**src/rtl/game_state_ctrl.sv**
```systemverilog
// Round/match sequencer for the light-cycle game. It drives the game state, score reset,
// reposition pulses, the freeze flag and the HUD countdown digit.
`timescale 1ns/1ps
module game_state_ctrl #(
  parameter int unsigned COUNTDOWN_FRAMES = 180,
  parameter int unsigned PAUSE_FRAMES     = 120,
  parameter int unsigned FRAMES_PER_DIGIT = 60
) (
  input  logic       Clk,
  input  logic       Reset_n,
  input  logic       frame_clk,
  input  logic       start_key,
  input  logic       reset_round,
  input  logic       Blue_W,
  input  logic       Red_W,
  output logic [2:0] Game_State,
  output logic       Reset_Score,
  output logic       round_pos_rst,
  output logic       freeze,
  output logic [1:0] countdown,
  output logic [1:0] winner
);

  localparam int unsigned MaxFrames =
      (COUNTDOWN_FRAMES > PAUSE_FRAMES) ? COUNTDOWN_FRAMES : PAUSE_FRAMES;
  localparam int unsigned CntW      = $clog2(MaxFrames) + 1;
  localparam int unsigned Digit2Lim = 2 * FRAMES_PER_DIGIT;
  localparam logic [CntW-1:0] CntMax = '1;

  typedef enum logic [2:0] {
    StTitle     = 3'd0,
    StReady     = 3'd1,
    StPlay      = 3'd2,
    StRoundOver = 3'd3,
    StGameOver  = 3'd4
  } state_e;

  state_e          state_q, state_d;
  logic [CntW-1:0] count_q, count_d, count_inc;
  logic [2:0]      frame_sync_q, key_sync_q;
  logic            frame_tick, start_evt;
  logic            pos_rst_q, pos_rst_d;
  logic            freeze_q, freeze_d;
  logic            reset_score_q, reset_score_d;
  logic [1:0]      countdown_q, countdown_d;
  logic [1:0]      winner_q, winner_d;

  // Bits [1:0] synchronise the level; bit 2 is the previous synchronised value for edge detection.
  always_ff @(posedge Clk or negedge Reset_n) begin
    if (!Reset_n) begin
      frame_sync_q <= '0;
      key_sync_q   <= '0;
    end else begin
      frame_sync_q <= {frame_sync_q[1:0], frame_clk};
      key_sync_q   <= {key_sync_q[1:0], start_key};
    end
  end

  assign frame_tick = frame_sync_q[1] & ~frame_sync_q[2];
  assign start_evt  = key_sync_q[1] & ~key_sync_q[2];

  always_comb begin
    count_inc = count_q;
    if (frame_tick && (count_q != CntMax)) begin
      count_inc = count_q + CntW'(1);
    end
  end

  always_comb begin
    state_d   = state_q;
    pos_rst_d = 1'b0;
    winner_d  = winner_q;
    case (state_q)
      StTitle: begin
        if (start_evt) begin
          state_d   = StReady;
          pos_rst_d = 1'b1;
          winner_d  = 2'b00;
        end
      end
      StReady: begin
        if (32'(count_inc) >= COUNTDOWN_FRAMES) begin
          state_d = StPlay;
        end
      end
      StPlay: begin
        if (Blue_W || Red_W) begin
          state_d  = StGameOver;
          winner_d = {Red_W, Blue_W};
        end else if (reset_round) begin
          state_d = StRoundOver;
        end
      end
      StRoundOver: begin
        // The deciding crash raises the win flag one cycle after reset_round.
        if (Blue_W || Red_W) begin
          state_d  = StGameOver;
          winner_d = {Red_W, Blue_W};
        end else if (32'(count_inc) >= PAUSE_FRAMES) begin
          state_d   = StReady;
          pos_rst_d = 1'b1;
        end
      end
      StGameOver: begin
        if (start_evt) begin
          state_d = StTitle;
        end
      end
      default: state_d = StTitle;
    endcase

    count_d = (state_d != state_q) ? '0 : count_inc;

    freeze_d      = (state_d != StPlay);
    reset_score_d = (state_d == StTitle);
    countdown_d   = 2'd0;
    if (state_d == StReady) begin
      if (32'(count_d) >= Digit2Lim) begin
        countdown_d = 2'd1;
      end else if (32'(count_d) >= FRAMES_PER_DIGIT) begin
        countdown_d = 2'd2;
      end else begin
        countdown_d = 2'd3;
      end
    end
  end

  always_ff @(posedge Clk or negedge Reset_n) begin
    if (!Reset_n) begin
      state_q       <= StTitle;
      count_q       <= '0;
      pos_rst_q     <= 1'b0;
      freeze_q      <= 1'b1;
      reset_score_q <= 1'b1;
      countdown_q   <= 2'd0;
      winner_q      <= 2'b00;
    end else begin
      state_q       <= state_d;
      count_q       <= count_d;
      pos_rst_q     <= pos_rst_d;
      freeze_q      <= freeze_d;
      reset_score_q <= reset_score_d;
      countdown_q   <= countdown_d;
      winner_q      <= winner_d;
    end
  end

  assign Game_State    = state_q;
  assign Reset_Score   = reset_score_q;
  assign round_pos_rst = pos_rst_q;
  assign freeze        = freeze_q;
  assign countdown     = countdown_q;
  assign winner        = winner_q;

endmodule

```
**config.mk**
```make
export PLATFORM = sky130hd
export DESIGN_NAME = game_state_ctrl
export DESIGN_NICKNAME = d
export VERILOG_FILES = /design/src/rtl/game_state_ctrl.sv
export SDC_FILE = /design/constraint.sdc
export NUM_CORES = 1
export LEC_CHECK = 0
export BUFFER_PORTS_ARGS = -buffer_cell sky130_fd_sc_hd__buf_2
export CORE_MARGIN = 5
export CORE_UTILIZATION = 55
export CTS_BUF_LIST = sky130_fd_sc_hd__clkbuf_2 sky130_fd_sc_hd__clkbuf_4 sky130_fd_sc_hd__clkbuf_8
export CTS_CLUSTER_SIZE = 28
export DETAILED_ROUTE_END_ITERATION = 10
export HOLD_SLACK_MARGIN = 0.02
export PLACE_DENSITY_LB_ADDON = 0.25
export RECOVER_POWER = 100
export SLEW_MARGIN = 25
export SYNTH_ARGS = -nofsm -noshare
export SYNTH_HDL_FRONTEND = slang
export SYNTH_SLANG_ARGS = --single-unit
```
**constraint.sdc**
```tcl
create_clock -name Clk -period 3.7 [get_ports Clk]
set_clock_uncertainty 0.05 [all_clocks]
set_input_delay 0.37 -clock Clk [delete_from_list [all_inputs] [get_ports Clk]]
set_output_delay 0.37 -clock Clk [all_outputs]
set_load 0.005 [all_outputs]
```
==> metrics.txt <==
largest net degree at the start of global routing 26; area of the mapped netlist 0.00132 sq mm; Slew @ Worst Pin 1.25 ns; crit path kind flip-flop to flip-flop; clock sinks 25; first-pass GRT wire length 4140 um; # setup viols final 0; R2R Setup Slk 0.37 ns; final core occ 62.7%; initial core utilization 58.4%; total CTS buffers 3; Crit Path Max Fanout 11; clock tree root buffer cell clkbuf_4; post-synthesis net count 139; Rel. slew slack 16.7%; CP required 3.87 ns; via count 1,031; Area growth syn-to-layout 7.31%; gr usage total 15.4%; total setup buffers inserted after CTS 0; DR DRC count 0; syn_area_per_cell 10.1 sq um; main combinational cell family by area after synthesis simple AND/OR/NAND/NOR gates; RR Endpoint countdown[1]; Max Cap Viol 0; Synth Area in XOR/XNOR 4.65%; PwrDens 425 mW/mm^2; Reg2Reg Depth 11; Die W 58.9 um; initial drt markers 30; H-tree Lvls 1; vias in the first global route 957; worst hold slack 0.0927 ns; Core Rows 17; Wirelength per Cell 13.7 um; Placed Area 0.00139 sq mm; run status completed; Hold Path End key_sync_q[0]; Final Max Tran Viols 0; GPL Wtd Cong 0.839; period utilization 90.1%; Async S/R FF share, synth 100%; Via density 5.89; min-delay src start_key; maximum VDD drop 0.289 mV; # port buffers 16; height of the die 58.9 um; Post-synth EDFFs 0; sequential fraction of the synthesis area 47.7%; CTS tree done; Pre-antenna DRT Iters 4; top_reg_cell synth dfrtp_1; crit path time final 3.33 ns; synthesized flop and latch total 25; synthesized-area fraction occupied by adder cells 1.90%; Core Region 0.00225 sq mm; worst flop-to-flop path startpoint count_q[0]; clk_lat worst skew 0.32 ns; Final Net Count 157; post-synthesis compound-gate area fraction 16.6%; dpl ws 0.459 ns; Hold Path Depth 1; Worst-path clk slew 0.14 ns; Final ANT Viol Nets 0; GRT overflow 0; Hold Fails Final Rpt 0; Ys Warns 0; Ant. Diodes 0; post-route setup slack 0.367 ns; Synth cell types 45; RSZ-0062 raised after global routing no; fmax 0.300 GHz; post-route cell area 0.00141 sq mm; Synth Instances 130; Static Leak 0.633 nW; simple-gate area share of the yosys netlist 23.4%; startpoint types flip-flop; num ports 17; mux cell area share after synthesis 0.760%; Worst setup EP type flip-flop; Max clock buf depth 2; fill count 198; WP data arrival 3.51 ns; layout cells sized above 1 19.7%; total negative slack 0 ns; DP HPWL 1800 um; antenna violations before repair 0; final WL 2400 um; Hold WC Path Type input pin to flip-flop; total die area 0.00347 sq mm
-- per-layer routing --
| layer | track usage, % | routed length, um | vias to the layer above |
|---|---|---|---|
| met4 | 5.18 | 23 | 0 |
| met5 | 0 | 0 | - |
| li1 | - | - | 502 |
| met3 | 3.51 | 103 | 4 |
| met2 | 24.6 | 1130 | 26 |
| met1 | 20.4 | 1140 | 499 |
-- how the worst max path moves through the flow --
stage                           from      endpoint  slack, ns  cells after the start
after detailed placement  count_q[0]  countdown[1]       0.46                     11
after floorplan           count_q[0]  countdown[1]       0.70                     11
after CTS                 count_q[0]  countdown[1]       0.42                     11
after global placement    count_q[0]  countdown[1]       0.55                     11
after global routing      count_q[0]  countdown[1]       0.16                     11
final                     count_q[0]  countdown[1]       0.37                     11
-- layout make-up --
class                      count  area (sq um)  area share (%)
clock buffer                   3          22.5            1.59
clock inverter                 1          7.51           0.531
inverter                       4          15.0            1.06
multi-input combinational     96           614            43.5
sequential                    25           628            44.4
tap                           28          35.0            2.48
timing repair buffer          18          91.3            6.46
-- synth_stat cells, types with 2 or more instances --
cell / number / share of area, %
xnor2_1: 5 / 3.3
nor4b_1: 2 / 1.3
xor2_1: 2 / 1.3
dfstp_2: 2 / 4.0
a31oi_1: 2 / 0.95
a2111oi_2: 2 / 2.3
o31ai_1: 3 / 1.7
nand2_1: 20 / 5.7
nor4_1: 3 / 1.4
o21ai_0: 4 / 1.5
nor2_1: 13 / 3.7
clkbuf_8: 2 / 2.1
nor3_1: 2 / 0.76
inv_1: 4 / 1.1
ha_1: 2 / 1.9
nand3_1: 6 / 2.3
nor3b_1: 2 / 1.1
a21oi_1: 5 / 1.9
dfrtp_1: 23 / 44
-- what timing repair did --
item,4_1_cts,5_1_grt
hold endpoints to repair,23,0
hold buffers,1,0
gates resized for setup,0,0
-- cells by family (layout without fill, tap and decap cells) --
kind of cell | count (synthesis) | in the layout
adders and majority gates | 2 | 2
DFF | 25 | 25
AOI/OAI and AO/OA | 27 | 27
muxes | 1 | 1
and+or+nand+nor | 59 | 59
buffers and inverters | 9 | 26
xor gates and xnor gates | 7 | 7
-- cells in the final DEF, fill, tap and decap left out, types with 4 or more instances in the layout --
cell type   n
xnor2_1     5
buf_2      11
nand2_1    20
nand3_1     6
o21ai_0     4
a21oi_1     5
nor2_1     13
dfrtp_1    23
inv_1       4
clkbuf_1    5
-- power by group --
part           switching (mW)  leakage [nW]  internal [mW]  total [mW]
sequential             0.0461         0.308          0.308       0.354
clock                  0.0831        0.0139         0.0413       0.124
combinational          0.0690         0.311         0.0526       0.122
total                   0.198         0.633          0.402       0.600
-- sequential cells by signal (all words and copies together) (netlist names) --
register / flops
frame_sync_q: 3
freeze: 1
key_sync_q: 3
Game_State: 3
winner: 2
round_pos_rst: 1
countdown: 2
Reset_Score: 1
count_q: 9
-- per-stage QoR --
step	instances	total power [mW]
2_1_floorplan	130	0.460
3_3_place_gp	170	0.473
3_5_place_dp	170	0.479
4_1_cts	175	0.604
5_1_grt	175	0.639
6_report	175	0.600
-- critical path, stage by stage, from the launching register on --
cell and delay [ns]:
dfrtp_1 0.43, ha_1 0.26, nand3_1 0.10, nor2_1 0.05, ha_1 0.19, or3b_4 0.47
or4_1 0.53, and3_1 0.25, a211oi_4 0.25, o32a_2 0.19, o31ai_1 0.11, a2111oi_2 0.36
Power figures use the tool's default switching activity.
